==> src/rtl/cpu_mon_pkg.sv <==
// Shared definitions for the CPU run monitor.
// Status encoding, FSM state type and the halt opcode.
package cpu_mon_pkg;

    localparam logic [1:0] ST_HOLD = 2'd0;
    localparam logic [1:0] ST_RUN  = 2'd1;
    localparam logic [1:0] ST_HALT = 2'd2;
    localparam logic [1:0] ST_TOUT = 2'd3;

    localparam logic [31:0] EBREAK = 32'h00100073;

    typedef enum logic [1:0] {
        S_HOLD = ST_HOLD,
        S_RUN  = ST_RUN,
        S_HALT = ST_HALT,
        S_TOUT = ST_TOUT
    } mon_state_e;

endpackage

==> src/rtl/cpu_run_monitor_if.sv <==
// Retirement bundle from the core to the monitor.
// The core drives it (master); the monitor observes it (slave).
interface cpu_run_monitor_if #(
    parameter int XLEN = 32
);
    logic            retire;
    logic [XLEN-1:0] pc;
    logic [31:0]     instr;
    logic            RegWEn;
    logic [4:0]      rd;
    logic [XLEN-1:0] regDataIn;

    modport master (
        output retire, pc, instr, RegWEn, rd, regDataIn
    );

    modport slave (
        input retire, pc, instr, RegWEn, rd, regDataIn
    );
endinterface

==> src/rtl/trace_ring.sv <==
// Circular writeback trace buffer.
// Read index 0 is the oldest valid entry; reads past count return 0.
module trace_ring #(
    parameter  int XLEN  = 32,
    parameter  int DEPTH = 16,
    localparam int AW    = $clog2(DEPTH)
) (
    input  logic            clk,
    input  logic            rst_n,
    input  logic            we,
    input  logic [4:0]      wrd,
    input  logic [XLEN-1:0] wdata,
    input  logic [XLEN-1:0] wpc,
    input  logic [AW-1:0]   idx,
    output logic [AW:0]     count,
    output logic            ovf,
    output logic [4:0]      rrd,
    output logic [XLEN-1:0] rdata,
    output logic [XLEN-1:0] rpc
);
    localparam logic [AW:0] FULL = (AW+1)'(DEPTH);

    logic [AW-1:0]   wptr;
    logic [AW-1:0]   slot;
    logic [4:0]      memRd   [DEPTH];
    logic [XLEN-1:0] memData [DEPTH];
    logic [XLEN-1:0] memPc   [DEPTH];

    // Pointer, fill level and sticky overflow
    always_ff @(posedge clk) begin
        if (!rst_n) begin
            wptr  <= '0;
            count <= '0;
            ovf   <= 1'b0;
        end else if (we) begin
            wptr <= wptr + 1'b1;
            if (count == FULL) ovf <= 1'b1;
            else count <= count + 1'b1;
        end
    end

    // Entry storage; contents are only visible below count
    always_ff @(posedge clk) begin
        if (we) begin
            memRd[wptr]   <= wrd;
            memData[wptr] <= wdata;
            memPc[wptr]   <= wpc;
        end
    end

    // Oldest-relative read; a full ring wraps to wptr itself
    always_comb begin
        slot  = wptr - count[AW-1:0] + idx;
        rrd   = '0;
        rdata = '0;
        rpc   = '0;
        if ({1'b0, idx} < count) begin
            rrd   = memRd[slot];
            rdata = memData[slot];
            rpc   = memPc[slot];
        end
    end
endmodule

==> src/rtl/cpu_run_monitor.sv <==
// Bring-up monitor: sequences core reset, counts cycles and
// retirements, detects halt/timeout and traces writebacks.
module cpu_run_monitor
    import cpu_mon_pkg::*;
#(
    parameter  int XLEN        = 32,
    parameter  int TRACE_DEPTH = 16,
    parameter  int RST_CYCLES  = 4,
    parameter  int MAX_CYCLES  = 150,
    parameter  int LOOP_REPEAT = 3,
    parameter  int CNT_W       = 16,
    localparam int AW          = $clog2(TRACE_DEPTH)
) (
    input  logic                 clk,
    input  logic                 rst_n,
    cpu_run_monitor_if.slave     core,
    output logic                 cpuRstN,
    output logic                 done,
    output logic [1:0]           status,
    output logic [CNT_W-1:0]     cycleCnt,
    output logic [CNT_W-1:0]     retireCnt,
    output logic [AW:0]          traceCount,
    output logic                 traceOvf,
    input  logic [AW-1:0]        rdIdx,
    output logic [4:0]           trRd,
    output logic [XLEN-1:0]      trData,
    output logic [XLEN-1:0]      trPc
);
    localparam int HW = $clog2(RST_CYCLES + 1);
    localparam int RW = $clog2(LOOP_REPEAT + 1);
    localparam logic [HW-1:0]    HOLD_N = HW'(RST_CYCLES);
    localparam logic [RW-1:0]    LOOP_N = RW'(LOOP_REPEAT);
    localparam logic [CNT_W-1:0] LAST_C = CNT_W'(MAX_CYCLES - 1);

    mon_state_e      state;
    mon_state_e      nxt;
    logic [HW-1:0]   holdCnt;
    logic [XLEN-1:0] lastPc;
    logic [RW-1:0]   repCnt;
    logic [RW-1:0]   repNxt;
    logic            run;
    logic            ret;
    logic            holdDone;
    logic            halt;
    logic            tout;
    logic            trWe;

    assign run      = (state == S_RUN);
    assign ret      = run && core.retire;
    assign holdDone = (holdCnt == HOLD_N);
    assign repNxt   = (core.pc == lastPc) ? repCnt + 1'b1 : RW'(1);
    assign halt     = ret && (core.instr == EBREAK || repNxt == LOOP_N);
    assign tout     = run && (cycleCnt == LAST_C);
    assign trWe     = ret && core.RegWEn && (core.rd != 5'd0);

    assign cpuRstN = (state != S_HOLD);
    assign done    = (state == S_HALT) || (state == S_TOUT);
    assign status  = state;

    // State register
    always_ff @(posedge clk) begin
        if (!rst_n) state <= S_HOLD;
        else state <= nxt;
    end

    // Next state; halt wins over a coincident timeout
    always_comb begin
        nxt = state;
        unique case (state)
            S_HOLD: if (holdDone) nxt = S_RUN;
            S_RUN: begin
                if (halt) nxt = S_HALT;
                else if (tout) nxt = S_TOUT;
            end
            default: nxt = state;
        endcase
    end

    // Hold timer, saturating counters and loop tracker
    always_ff @(posedge clk) begin
        if (!rst_n) begin
            holdCnt   <= '0;
            cycleCnt  <= '0;
            retireCnt <= '0;
            lastPc    <= '0;
            repCnt    <= '0;
        end else begin
            if (state == S_HOLD && !holdDone) holdCnt <= holdCnt + 1'b1;
            if (run && cycleCnt != '1) cycleCnt <= cycleCnt + 1'b1;
            if (ret) begin
                if (retireCnt != '1) retireCnt <= retireCnt + 1'b1;
                lastPc <= core.pc;
                repCnt <= repNxt;
            end
        end
    end

    trace_ring #(
        .XLEN  (XLEN),
        .DEPTH (TRACE_DEPTH)
    ) u_ring (
        .clk   (clk),
        .rst_n (rst_n),
        .we    (trWe),
        .wrd   (core.rd),
        .wdata (core.regDataIn),
        .wpc   (core.pc),
        .idx   (rdIdx),
        .count (traceCount),
        .ovf   (traceOvf),
        .rrd   (trRd),
        .rdata (trData),
        .rpc   (trPc)
    );
endmodule

==> src/flat_wrapper.sv <==
// flat-port wrapper written by rule: the top's interface ports become plain ports
module cpu_run_monitor_flat import cpu_mon_pkg::*;
#(
    parameter  int XLEN        = 32,
    parameter  int TRACE_DEPTH = 16,
    parameter  int RST_CYCLES  = 4,
    parameter  int MAX_CYCLES  = 150,
    parameter  int LOOP_REPEAT = 3,
    parameter  int CNT_W       = 16,
    localparam int AW          = $clog2(TRACE_DEPTH)
)
  (clk, rst_n, cpuRstN, done, status, cycleCnt, retireCnt, traceCount, traceOvf, rdIdx, trRd, trData, trPc, core_retire, core_pc, core_instr, core_RegWEn, core_rd, core_regDataIn);
  cpu_run_monitor_if #(.XLEN(XLEN)) core_i ();
  input  logic clk;
  input  logic rst_n;
  output logic cpuRstN;
  output logic done;
  output logic [1:0] status;
  output logic [CNT_W-1:0] cycleCnt;
  output logic [CNT_W-1:0] retireCnt;
  output logic [AW:0] traceCount;
  output logic traceOvf;
  input  logic [AW-1:0] rdIdx;
  output logic [4:0] trRd;
  output logic [XLEN-1:0] trData;
  output logic [XLEN-1:0] trPc;
  input wire logic [$bits(core_i.retire)-1:0] core_retire;
  input wire logic [$bits(core_i.pc)-1:0] core_pc;
  input wire logic [$bits(core_i.instr)-1:0] core_instr;
  input wire logic [$bits(core_i.RegWEn)-1:0] core_RegWEn;
  input wire logic [$bits(core_i.rd)-1:0] core_rd;
  input wire logic [$bits(core_i.regDataIn)-1:0] core_regDataIn;
  assign core_i.retire = core_retire;
  assign core_i.pc = core_pc;
  assign core_i.instr = core_instr;
  assign core_i.RegWEn = core_RegWEn;
  assign core_i.rd = core_rd;
  assign core_i.regDataIn = core_regDataIn;
  cpu_run_monitor #(.XLEN(XLEN), .TRACE_DEPTH(TRACE_DEPTH), .RST_CYCLES(RST_CYCLES), .MAX_CYCLES(MAX_CYCLES), .LOOP_REPEAT(LOOP_REPEAT), .CNT_W(CNT_W)) u_core (.clk(clk), .rst_n(rst_n), .core(core_i), .cpuRstN(cpuRstN), .done(done), .status(status), .cycleCnt(cycleCnt), .retireCnt(retireCnt), .traceCount(traceCount), .traceOvf(traceOvf), .rdIdx(rdIdx), .trRd(trRd), .trData(trData), .trPc(trPc));
endmodule
==> config.mk <==
export PLATFORM = sky130hd
export DESIGN_NAME = cpu_run_monitor_flat
export DESIGN_NICKNAME = d
export VERILOG_FILES = /design/src/rtl/cpu_mon_pkg.sv /design/src/rtl/cpu_run_monitor_if.sv /design/src/rtl/trace_ring.sv /design/src/rtl/cpu_run_monitor.sv /design/src/flat_wrapper.sv
export SDC_FILE = /design/constraint.sdc
export NUM_CORES = 1
export LEC_CHECK = 0
export BUFFER_PORTS_ARGS = -buffer_cell sky130_fd_sc_hd__buf_2
export CAP_MARGIN = 20
export CORE_AREA = 3 3 310 312
export CTS_BUF_LIST = sky130_fd_sc_hd__clkbuf_2 sky130_fd_sc_hd__clkbuf_4 sky130_fd_sc_hd__clkbuf_8
export DETAILED_ROUTE_END_ITERATION = 8
export DIE_AREA = 0 0 313 315
export PLACE_DENSITY = 0.66
export SLEW_MARGIN = 20
export SYNTH_ARGS = -nofsm -noshare
export SYNTH_HDL_FRONTEND = slang
export SYNTH_SLANG_ARGS = --single-unit
==> constraint.sdc <==
create_clock -name clk -period 21.8 [get_ports clk]
set_clock_uncertainty 0.2 [all_clocks]
set_input_delay 6.54 -clock clk [delete_from_list [all_inputs] [get_ports clk]]
set_output_delay 6.54 -clock clk [all_outputs]
set_load 0.005 [all_outputs]
==> load_flow_metrics.sql, run 1 <==
INSERT INTO impl_metrics (metric_group, metric, value, unit) VALUES
('run_status', 'outcome', 'finished, final reports clean', ''),
('critical_path', 'setup.worst_path.class', 'in -> out', ''),
('routing', 'drc', '0', ''),
('synth', 'syn-cell-area', '46700', 'um^2'),
('synth', 'postSynth.topFlopCell', 'sky130_fd_sc_hd__edfxtp_1', ''),
('synth', 'synth_edf_count', '1104', ''),
('timing', 'final_critical_path_required_period', '17.13', 'ns'),
('critical_path', 'worst_setup_path_end_kind', 'primary output', ''),
('min_path', 'whs_path_depth', '2', ''),
('floorplanning', 'die_area', '98600', 'um^2'),
('clock_network', 'tritoncts.num_buffers', '186', ''),
('place', 'pre_cts_slack', '4.63', 'ns'),
('cells_and_area', 'nNetsFinal', '2743', ''),
('timing', 'relSlewSlack', '0.267', ''),
('cells_and_area', 'area_delta_synth_final', '13.6', '%'),
('clock_network', 'tritoncts_num_sinks', '1185', ''),
('min_path', 'holdPathEnd', 'u_core.lastPc[19]$_SDFFE_PN0P_', ''),
('global_routing', 'grt_start_max_net_pins', '141', ''),
('cells_and_area', 'layout-drive-gt1-share', '0.338', ''),
('cells_and_area', 'fillCellCount', '7016', ''),
('routing', 'drt_first_iter_violations', '1984', ''),
('routing', 'totalWireLength', '108', 'mm'),
('clock_network', 'cts_tree', 'yes', ''),
('clock_network', 'insertion_delay_of_the_later_clocked_pin_in_the_worst_skew_pair', '0.83', 'ns'),
('clock_network', 'cts.clk_slew.worst_paths', '0.06', 'ns'),
('synth', 'yosys_warnings', '0', ''),
('critical_path', 'cp_slowest_stage_delay', '0.97', 'ns'),
('power_and_ir_drop', 'total_leakage_power', '17.6', 'nW'),
('clock_network', 'post_cts.repair.setup_buffers', '0', ''),
('power_and_ir_drop', 'netSwitchingFraction', '0.253', ''),
('timing', 'max_freq', '0.0584', 'GHz'),
('synth', 'seq_area_frac_synth', '0.745', ''),
('timing', 'min_setup_slack_post_route', '4.67', 'ns'),
('routing', 'routed_wl_per_cell', '26.8', 'um'),
('power_and_ir_drop', 'clockPowerShare', '0.345', ''),
('timing', 'final_max_slew_viol_count', '0', ''),
('power_and_ir_drop', 'power_report.internal_total', '4.05', 'mW'),
('critical_path', 'crit_chain', 'buf_2 > inv_1 > fa_1 > inv_1 > fa_4 > buf_4 > mux4_2 > mux2i_1 > mux2_2 > a21oi_1 > buf_2', ''),
('routing', 'first_pass_iters', '8', ''),
('timing', 'timing.setup.tns', '0', 'ns'),
('critical_path', 'r2r.worst_path.cells', '6', ''),
('power_and_ir_drop', 'seq_power_share', '0.466', ''),
('timing', 'tightest_slew', '1.10', 'ns'),
('min_path', 'hold_path_startpoint', 'u_core.lastPc[19]$_SDFFE_PN0P_', ''),
('place', 'gp_congestion', '0.799', ''),
('run', 'max_cap_violations', '0', ''),
('floorplanning', 'initial_core_util', '0.500', ''),
('power_and_ir_drop', 'vdd_ir_drop_max', '0.0000848', 'V'),
('timing', 'setup_viol_count_final', '0', ''),
('global_routing', 'grt_usage', '0.222', ''),
('floorplanning', 'rows', '112', ''),
('routing', 'ant_nets', '0', ''),
('power_and_ir_drop', 'net-switching-power', '1.37', 'mW'),
('global_routing', 'global_route_wire_length_before_repair', '160', 'mm'),
('floorplanning', 'die_w', '313', 'um'),
('synth', 'postSynth.asyncResetShare', '0', ''),
('floorplanning', 'io_pins', '220', ''),
('floorplanning', 'design.core.area', '93300', 'um^2'),
('global_routing', 'global_route.overflow_total', '0', ''),
('routing', 'avgViaCountPerCell', '5.81', ''),
('min_path', 'min_path_type', 'reg -> reg', ''),
('critical_path', 'cp.required', '15.06', 'ns'),
('clock_network', 'cts_resized', '0', ''),
('critical_path', 'setup.worst_path.start', 'rdIdx[1]', ''),
('synth', 'synth_fp_nets', '2407', ''),
('synth', 'synthesis.instances', '2277', ''),
('routing', 'vias', '23300', ''),
('floorplanning', 'chip_height', '315', 'um'),
('clock_network', 'cts.root.buffer_cell', 'sky130_fd_sc_hd__clkbuf_8', ''),
('synth', 'post_synth.cell_area_avg', '20.5', 'um^2'),
('clock_network', 'holdBufCountCts', '0', '');
## sequential cells by signal, indices dropped and copies added, names as in the netlist
register,flops
u_core.cycleCnt,16
u_core.holdCnt,3
u_core.lastPc,32
u_core.repCnt,2
u_core.retireCnt,16
u_core.status,2
u_core.u_ring.count,5
u_core.u_ring.memData,512
u_core.u_ring.memPc,512
u_core.u_ring.memRd,80
u_core.u_ring.ovf,1
u_core.u_ring.wptr,4
## layout make-up
type	count	area, um^2	share of cell area
Multi-Input combinational cell	948	11400	0.214
Clock inverter	75	583	0.0110
Tap cell	1254	1570	0.0296
Inverter	23	87.6	0.00165
Antenna cell	7	17.5	0.000330
Sequential cell	1185	34800	0.655
Timing Repair Buffer	269	1510	0.0284
Clock buffer	260	3170	0.0597
## worst max-delay path, delay by kind of cell
kind,cells,cell delay (ns)
buffers and inverters,5,1.26
AOI/OAI and AO/OA,1,0.32
adders and majority gates,2,1.46
muxes,3,0.74
## metrics by stage
| step | instance area [um^2] | hold WS [ns] | instances | utilization | total power [mW] |
|---|---|---|---|---|---|
| 2_1_floorplan | 46700 | 0.241 | 2277 | - | 3.36 |
| 3_3_place_gp | 49300 | 0.247 | 3679 | 0.528 | 3.61 |
| 3_5_place_dp | 49300 | 0.259 | 3679 | 0.528 | 3.62 |
| 4_1_cts | 53000 | 0.267 | 4014 | 0.568 | 5.49 |
| 5_1_grt | 53000 | 0.287 | 4016 | 0.568 | 5.67 |
| 6_report | 53100 | 0.267 | 4021 | 0.569 | 5.43 |
## cell usage in the layout (no fill, tap or decap), types with 8 or more instances in the layout
master / n
sky130_fd_sc_hd__inv_1: 21
sky130_fd_sc_hd__nor4_1: 8
sky130_fd_sc_hd__edfxtp_1: 1104
sky130_fd_sc_hd__nand4_1: 23
sky130_fd_sc_hd__clkbuf_4: 66
sky130_fd_sc_hd__buf_2: 219
sky130_fd_sc_hd__nor2_4: 12
sky130_fd_sc_hd__mux2_2: 60
sky130_fd_sc_hd__clkinv_2: 19
sky130_fd_sc_hd__a21oi_1: 115
sky130_fd_sc_hd__clkinv_1: 32
sky130_fd_sc_hd__nand2_1: 85
sky130_fd_sc_hd__dfxtp_1: 81
sky130_fd_sc_hd__clkinvlp_4: 8
sky130_fd_sc_hd__nor2_1: 41
sky130_fd_sc_hd__ha_1: 17
sky130_fd_sc_hd__buf_4: 47
sky130_fd_sc_hd__xor2_1: 10
sky130_fd_sc_hd__mux4_2: 276
sky130_fd_sc_hd__nand3_1: 8
sky130_fd_sc_hd__xnor2_1: 55
sky130_fd_sc_hd__mux2_1: 9
sky130_fd_sc_hd__clkbuf_8: 194
sky130_fd_sc_hd__mux2i_1: 143
## cells in the mapped netlist (all sizes together) (2+ instances only)
library cell / instances / area, um^2
dfxtp: 81 / 1620
nor3: 9 / 50.1
inv: 23 / 86.3
nand4: 23 / 144
a21o: 6 / 45.0
and4: 7 / 61.3
or3: 2 / 12.5
fa: 3 / 60.1
a211oi: 4 / 30.0
xor2: 10 / 87.6
buf: 83 / 493
a41oi: 2 / 17.5
o21ai: 6 / 30.0
edfxtp: 1104 / 33200
nor4bb: 4 / 40.0
and2: 4 / 25.0
mux2: 69 / 777
ha: 18 / 225
nand2b: 6 / 37.5
nor3b: 4 / 30.0
mux2i: 143 / 1430
nand2: 85 / 319
xnor2: 57 / 499
nor4: 8 / 50.1
mux4: 276 / 6220
nand3: 8 / 40.0
clkbuf: 38 / 143
and3: 5 / 31.3
nor2b: 3 / 18.8
o211ai: 5 / 37.5
nor2: 53 / 199
nor4b: 3 / 26.3
o2111ai: 2 / 17.5
a21oi: 115 / 576
## logic make-up (layout without fill, tap and decap cells)
family          after synthesis  count (layout)  synth area share
simple gates                227             227            0.0238
xor+xnor                     67              67            0.0126
mux                         488             488             0.180
other cells                   0               7                 0
compound gates              145             145            0.0170
buf+inv                     144             627            0.0155
flops                      1185            1185             0.745
fa+ha+maj                    21              21           0.00611
## worst max path at each step
stage	to	slack [ns]
floorplan	trData[25]	6.21
global placement	trPc[2]	4.65
detailed placement	trPc[2]	4.63
CTS	trPc[2]	4.63
global route	trData[19]	4.50
finish	trData[19]	4.67
## power by group through the flow
stage | Combinational, mW | Clock [mW] | Sequential [mW]
final | 1.02 | 1.87 | 2.53
after CTS | 1.05 | 1.91 | 2.53
after floorplan | 0.783 | 0 | 2.58
after detailed placement | 1.04 | 0 | 2.58
after global routing | 1.12 | 2.03 | 2.53
after global placement | 1.03 | 0 | 2.57
## per-layer routing
metal / wire length (um) / GRT usage / share of wire
met3: 7270 / 0.0498 / 0.068
met5: 57 / 0 / 0.00053
met1: 43600 / 0.297 / 0.40
met4: 2440 / 0.0637 / 0.023
met2: 54400 / 0.369 / 0.50
Power figures use the tool's default switching activity.
==> inputs of run 2 (changes only) <==
Clock period 21.8 ns to 16.4 ns, I/O delays scaled along.
==> run 2 against run 1 <==
Setup slack worse by 2.2 ns. First-iteration DRC count is 4.9% higher. Sequential share of layout area is 0.16 points higher. Clock power is 27% higher. Global-route usage is 0.12 points lower. Final area is 0.25% lower. Core utilization is 0.14 points lower. Non-clock buffer count stayed put. Sequential cell count stayed put. Register-to-register slack worse by 5.1 ns. Die area stayed put.
==> load_flow_metrics.sql, run 2 (same netlist as run 1, synthesis figures left out) <==
INSERT INTO impl_metrics (metric_group, metric, value, unit) VALUES
('power_and_ir_drop', 'net-switching-power', '1.81', 'mW'),
('global_routing', 'grt_usage', '0.221', ''),
('timing', 'final_max_slew_viol_count', '0', ''),
('cells_and_area', 'final_cell_count_no_fill', '4016', ''),
('run', 'max_cap_violations', '0', ''),
('critical_path', 'setup.worst_path.class', 'in -> out', ''),
('floorplanning', 'initial_core_util', '0.500', ''),
('routing', 'first_pass_iters', '5', ''),
('floorplanning', 'die_w', '313', 'um'),
('clock_network', 'holdBufCountCts', '0', ''),
('global_routing', 'global_route_wire_length_before_repair', '159', 'mm'),
('clock_network', 'tritoncts.num_buffers', '183', ''),
('critical_path', 'worstPathArrival', '8.85', 'ns'),
('timing', 'rsz0062_at_grt', 'no', ''),
('routing', 'drc', '0', ''),
('min_path', 'min_path_type', 'reg -> reg', ''),
('critical_path', 'cp.required', '11.28', 'ns'),
('routing', 'drt_first_iter_violations', '2081', ''),
('place', 'dp_hpwl', '55.5', 'mm'),
('power_and_ir_drop', 'power_density', '134', 'nW/um^2'),
('cells_and_area', 'layout-drive-gt1-share', '0.334', ''),
('critical_path', 'critical_path.max_fanout', '70', ''),
('power_and_ir_drop', 'total_leakage_power', '17.5', 'nW'),
('global_routing', 'vias_in_the_first_global_route', '24900', ''),
('place', 'port-buffer-count', '219', ''),
('cells_and_area', 'nNetsFinal', '2740', ''),
('power_and_ir_drop', 'total_power', '7.12', 'mW'),
('critical_path', 'worst_setup_path_end_kind', 'primary output', ''),
('routing', 'ant_nets', '0', ''),
('cells_and_area', 'multiInputGateArea', '11400', 'um^2'),
('run_status', 'outcome', 'finished, final reports clean', ''),
('timing', 'final_critical_path_required_period', '13.97', 'ns'),
('clock_network', 'ctsHtreeMaxLevel', '4', ''),
('power_and_ir_drop', 'vdd_ir_drop_max', '0.0000930', 'V'),
('power_and_ir_drop', 'netSwitchingFraction', '0.254', ''),
('cells_and_area', 'layout.cells.most_common_list', '1104 x sky130_fd_sc_hd__edfxtp_1, 276 x sky130_fd_sc_hd__mux4_2, 219 x sky130_fd_sc_hd__buf_2', ''),
('critical_path', 'cp_slowest_stage_delay', '1.45', 'ns'),
('cells_and_area', 'fillCellCount', '6990', ''),
('timing', 'max_freq', '0.0716', 'GHz'),
('timing', 'setup_viol_count_final', '0', ''),
('power_and_ir_drop', 'power_report.internal_total', '5.31', 'mW'),
('critical_path', 'r2r.worst_path.cells', '6', ''),
('power_and_ir_drop', 'clockPowerShare', '0.335', ''),
('clock_network', 'insertion_delay_of_the_later_clocked_pin_in_the_worst_skew_pair', '0.82', 'ns'),
('power_and_ir_drop', 'comb_power_share', '0.193', ''),
('critical_path', 'critical_path_depth', '11', ''),
('floorplanning', 'design.core.area', '93300', 'um^2'),
('global_routing', 'grt_start_max_net_pins', '99', ''),
('global_routing', 'global_route.overflow_total', '0', ''),
('floorplanning', 'rows', '112', ''),
('place', 'dp.cells', '3679', ''),
('clock_network', 'tritoncts_num_sinks', '1185', ''),
('global_routing', 'initial_antenna_violation_count', '13', ''),
('critical_path', 'crit_chain', 'buf_2 > inv_1 > fa_1 > inv_1 > fa_4 > buf_12 > mux4_2 > mux2i_1 > mux2_2 > a21oi_1 > buf_2', ''),
('routing', 'avgViaCountPerCell', '5.81', ''),
('power_and_ir_drop', 'seq_power_share', '0.472', ''),
('timing', 'tightest_slew', '1.10', 'ns'),
('clock_network', 'cts.root.buffer_cell', 'sky130_fd_sc_hd__clkbuf_8', ''),
('clock_network', 'cts.clk_slew.worst_paths', '0.06', 'ns'),
('timing', 'timing_hold_violations_final', '0', ''),
('cells_and_area', 'area_delta_synth_final', '13.3', '%'),
('timing', 'post-route-period-util', '0.852', ''),
('floorplanning', 'die_area', '98600', 'um^2'),
('critical_path', 'worst_setup_path_start_kind', 'input pin', ''),
('routing', 'totalWireLength', '108', 'mm'),
('clock_network', 'clock_tree.buffer_depth', '3', ''),
('cells_and_area', 'leading_cell_type_in_the_layout_fill_and_taps_excluded', 'sky130_fd_sc_hd__edfxtp_1', ''),
('critical_path', 'cp_slowest_cell', 'sky130_fd_sc_hd__fa_4', ''),
('timing', 'timing.setup.tns', '0', 'ns'),
('place', 'gp_congestion', '0.805', ''),
('min_path', 'whs_path_depth', '2', ''),
('routing', 'routed_wl_per_cell', '26.8', 'um'),
('cells_and_area', 'sequential_cell_area', '34800', 'um^2'),
('floorplanning', 'io_pins', '220', ''),
('clock_network', 'post_cts.repair.setup_buffers', '0', ''),
('clock_network', 'cts_tree', 'yes', ''),
('critical_path', 'timing.critical_path.max_delay_family', 'adder cells', ''),
('clock_network', 'cts_resized', '0', ''),
('critical_path', 'path_buf_inv', '5', ''),
('routing', 'vias', '23300', ''),
('cells_and_area', 'reg_top3', 'u_core.u_ring.memData: 512 flops, u_core.u_ring.memPc: 512 flops, u_core.u_ring.memRd: 80 flops', ''),
('timing', 'relSlewSlack', '0.267', ''),
('floorplanning', 'chip_height', '315', 'um');
run 2: worst paths after layout:
path / slack, ns / startpoint / end
hold / removal: 0.27 / u_core.lastPc[23]$_SDFFE_PN0P_ / u_core.lastPc[23]$_SDFFE_PN0P_
setup / recovery: 2.43 / rdIdx[1] / trPc[18]
hold reg to reg: 0.27 / u_core.lastPc[23]$_SDFFE_PN0P_ / u_core.lastPc[23]$_SDFFE_PN0P_
setup reg to reg: 12.57 / u_core.status[1]$_SDFFE_PN0P_ / u_core.u_ring.memData[11][8]$_DFFE_PP_
run 2: layer usage:
| metal | global-route usage | wire length (um) | vias up |
|---|---|---|---|
| met2 | 0.365 | 53600 | 895 |
| li1 | - | - | 10000 |
| met3 | 0.0440 | 7170 | 181 |
| met5 | 0 | 80 | - |
| met1 | 0.300 | 44700 | 12200 |
| met4 | 0.0651 | 2200 | 10 |
run 2: per-stage QoR:
stage	area, um^2	utilization	hold slack [ns]	setup slack [ns]
global placement	49300	0.529	0.247	2.40
floorplan	46700	-	0.241	4.05
global route	52900	0.567	0.282	2.29
finish	52900	0.567	0.267	2.43
detailed placement	49300	0.529	0.259	2.44
CTS	52900	0.567	0.268	2.43
run 2: area by class of cell:
type                            count  area share
Antenna cell                        7    0.000331
Clock buffer                      258      0.0591
Clock inverter                     72     0.00856
Inverter                           23     0.00165
Multi-Input combinational cell    948       0.215
Sequential cell                  1185       0.657
Tap cell                         1254      0.0296
Timing Repair Buffer              269      0.0292
run 2: power by group through the flow:
| stage | combinational, mW | clock [mW] | sequential (mW) |
|---|---|---|---|
| finish | 1.37 | 2.38 | 3.36 |
| global route | 1.49 | 2.57 | 3.36 |
| CTS | 1.40 | 2.44 | 3.36 |
| detailed placement | 1.40 | 0 | 3.42 |
| global placement | 1.38 | 0 | 3.42 |
| floorplan | 1.04 | 0 | 3.42 |
run 2: worst reg2reg max path, delay by kind of cell, from the launching register on:
family / cells / cell delay, ns
DFF: 1 / 0.37
and+or+nand+nor: 3 / 0.91
AOI/OAI and AO/OA: 1 / 0.51
buffers and inverters: 2 / 1.41
==> inputs of run 3 (changes only) <==
Settings changed: RECOVER_POWER from default to 100.
==> run 3 against run 2 <==
The run now ends with capacitance limit, slew limit left. Non-clock buffer count did not move. First-iteration DRC count up 3.7%. Maximum frequency shrank 5.6%. Count of clock-buffer cells in the layout unchanged. Die area unchanged. Sequential share of layout area up 0.44 points. Critical path depth unchanged. Hold slack lost 0.0014 ns. Clock power is essentially flat. Global-route usage did not move. Setup slack got worse by 0.82 ns. Critical path type unchanged. Highest routed layer unchanged.
==> load_flow_metrics.sql, run 3 (same netlist as run 1, synthesis figures left out) <==
INSERT INTO impl_metrics (metric_group, metric, value, unit) VALUES
('global_routing', 'initial_antenna_violation_count', '10', ''),
('timing', 'setup_viol_count_final', '0', ''),
('place', 'dp_hpwl', '55.5', 'mm'),
('clock_network', 'clock_tree.buffer_depth', '3', ''),
('cells_and_area', 'layout-drive-gt1-share', '0.262', ''),
('cells_and_area', 'layout.cells.most_common_list', '1104 x sky130_fd_sc_hd__edfxtp_1, 276 x sky130_fd_sc_hd__mux4_2, 190 x sky130_fd_sc_hd__clkbuf_8', ''),
('power_and_ir_drop', 'vdd_ir_drop_max', '0.0000927', 'V'),
('critical_path', 'cp.required', '11.28', 'ns'),
('routing', 'totalWireLength', '108', 'mm'),
('critical_path', 'r2r-start', 'u_core.status[1]$_SDFFE_PN0P_', ''),
('critical_path', 'setup.worst_path.class', 'in -> out', ''),
('routing', 'first_pass_iters', '5', ''),
('clock_network', 'cts.clk_slew.worst_paths', '0.06', 'ns'),
('run', 'max_cap_violations', '36', ''),
('power_and_ir_drop', 'total_power', '7.11', 'mW'),
('cells_and_area', 'leading_cell_type_in_the_layout_fill_and_taps_excluded', 'sky130_fd_sc_hd__edfxtp_1', ''),
('critical_path', 'path_buf_inv', '5', ''),
('floorplanning', 'die_area', '98600', 'um^2'),
('routing', 'avgViaCountPerCell', '5.82', ''),
('clock_network', 'cts_tree', 'yes', ''),
('clock_network', 'ctsHtreeMaxLevel', '4', ''),
('clock_network', 'cts.root.buffer_cell', 'sky130_fd_sc_hd__clkbuf_8', ''),
('clock_network', 'holdBufCountCts', '0', ''),
('clock_network', 'post_cts.repair.setup_buffers', '0', ''),
('timing', 'timing_hold_violations_final', '0', ''),
('run_status', 'violations_in_the_final_reports', 'capacitance limit, slew limit', ''),
('global_routing', 'global_route_wire_length_before_repair', '159', 'mm'),
('global_routing', 'vias_in_the_first_global_route', '24900', ''),
('floorplanning', 'chip_height', '315', 'um'),
('global_routing', 'global_route.overflow_total', '0', ''),
('critical_path', 'cp_slowest_stage_delay', '1.45', 'ns'),
('clock_network', 'tritoncts.num_buffers', '183', ''),
('cells_and_area', 'reg_top3', 'u_core.u_ring.memData: 512 flops, u_core.u_ring.memPc: 512 flops, u_core.u_ring.memRd: 80 flops', ''),
('critical_path', 'worstPathArrival', '9.67', 'ns'),
('timing', 'post-route-period-util', '0.902', ''),
('routing', 'drt_first_iter_violations', '2157', ''),
('timing', 'tightest_slew', '4.21', 'ns'),
('critical_path', 'worst_setup_path_start_kind', 'input pin', ''),
('clock_network', 'cts_resized', '0', ''),
('timing', 'max_freq', '0.0676', 'GHz'),
('critical_path', 'critical_path.max_fanout', '64', ''),
('floorplanning', 'design.core.area', '93300', 'um^2'),
('place', 'port-buffer-count', '219', ''),
('critical_path', 'setup.worst_path.start', 'rdIdx[1]', ''),
('routing', 'vias', '23400', ''),
('critical_path', 'worst_setup_path_end_kind', 'primary output', ''),
('timing', 'final_critical_path_required_period', '14.79', 'ns'),
('floorplanning', 'rows', '112', ''),
('floorplanning', 'initial_core_util', '0.500', ''),
('run_status', 'outcome', 'complete, but fails checks', ''),
('routing', 'drc', '0', ''),
('cells_and_area', 'area_delta_synth_final', '12.6', '%'),
('clock_network', 'tritoncts_num_sinks', '1185', ''),
('clock_network', 'insertion_delay_of_the_later_clocked_pin_in_the_worst_skew_pair', '0.82', 'ns'),
('timing', 'relSlewSlack', '-1.81', ''),
('power_and_ir_drop', 'power_density', '135', 'nW/um^2'),
('power_and_ir_drop', 'total_leakage_power', '16.9', 'nW'),
('timing', 'timing.setup.tns', '0', 'ns'),
('place', 'gp_congestion', '0.805', ''),
('global_routing', 'grt_usage', '0.221', ''),
('floorplanning', 'io_pins', '220', ''),
('critical_path', 'crit_chain', 'buf_2 > inv_1 > fa_1 > inv_1 > fa_4 > clkbuf_1 > mux4_2 > mux2i_1 > mux2_2 > a21oi_1 > clkbuf_1', ''),
('cells_and_area', 'nNetsFinal', '2740', ''),
('timing', 'final_max_slew_viol_count', '1258', ''),
('routing', 'ant_nets', '0', ''),
('critical_path', 'timing.critical_path.max_delay_family', 'adder cells', ''),
('min_path', 'hold_path_startpoint', 'u_core.lastPc[23]$_SDFFE_PN0P_', ''),
('global_routing', 'grt_start_max_net_pins', '99', ''),
('timing', 'rsz0062_at_grt', 'no', ''),
('floorplanning', 'die_w', '313', 'um'),
('routing', 'routed_wl_per_cell', '26.9', 'um'),
('min_path', 'min_path_type', 'reg -> reg', ''),
('critical_path', 'cp_slowest_cell', 'sky130_fd_sc_hd__fa_4', '');
## run 3: changes by cell type in the layout (fill, tap and decap cells not counted), moves of 2 or more
cell                       before  now
sky130_fd_sc_hd__buf_2        219   68
sky130_fd_sc_hd__buf_4         44    8
sky130_fd_sc_hd__clkbuf_1       0  181
sky130_fd_sc_hd__clkbuf_2       0    6
sky130_fd_sc_hd__mux2_1         9   18
sky130_fd_sc_hd__mux2_2        60   51
sky130_fd_sc_hd__nor2_1        41   43
sky130_fd_sc_hd__nor2_4        12   10
sky130_fd_sc_hd__nor3_1         4    8
sky130_fd_sc_hd__nor3_2         5    1
## run 3: worst paths after layout
check / endpoint / slack [ns] / depth (start not counted)
worst max-delay path: trData[21] / 1.61 / 11
worst min-delay path: u_core.lastPc[23]$_SDFFE_PN0P_ / 0.27 / 2
worst max register to register: u_core.u_ring.memPc[7][19]$_DFFE_PP_ / 9.07 / 6
worst min register to register: u_core.lastPc[23]$_SDFFE_PN0P_ / 0.27 / 2
## run 3: metal layers
layer,track usage,routed length (um)
met5,0,42
met4,0.0651,2370
met3,0.0440,6960
met2,0.365,53700
met1,0.300,44800
## run 3: area by class of cell
| cell class | count | area [um^2] |
|---|---|---|
| Clock inverter | 72 | 453 |
| Timing Repair Buffer | 269 | 1230 |
| Clock buffer | 258 | 3130 |
| Inverter | 23 | 87.6 |
| Tap cell | 1254 | 1570 |
| Sequential cell | 1185 | 34800 |
| Multi-Input combinational cell | 948 | 11300 |
| Fill cell | 7091 | 40800 |
| Antenna cell | 7 | 17.5 |
## run 3: worst min-delay path, delay by kind of cell, from the launching register on
| kind | cells | cell delay [ns] |
|---|---|---|
| flops | 1 | 0.32 |
| compound gates | 1 | 0.05 |
| simple gates | 1 | 0.05 |
## run 3: through the flow
stage	hold WS, ns	instances	setup WS, ns	instance area (um^2)	utilization
floorplan	0.241	2277	4.05	46700	-
global placement	0.247	3679	2.40	49300	0.529
detailed placement	0.259	3679	2.44	49300	0.529
CTS	0.268	4009	2.43	52900	0.567
global route	0.282	4014	1.32	52600	0.563
finish	0.266	4016	1.61	52600	0.563
## run 3: power by group
part | internal [mW] | switching (mW) | leakage (nW)
clock | 1.28 | 1.11 | 1.90
sequential | 3.34 | 0.0210 | 10.6
combinational | 0.673 | 0.685 | 4.39
total | 5.30 | 1.81 | 16.9
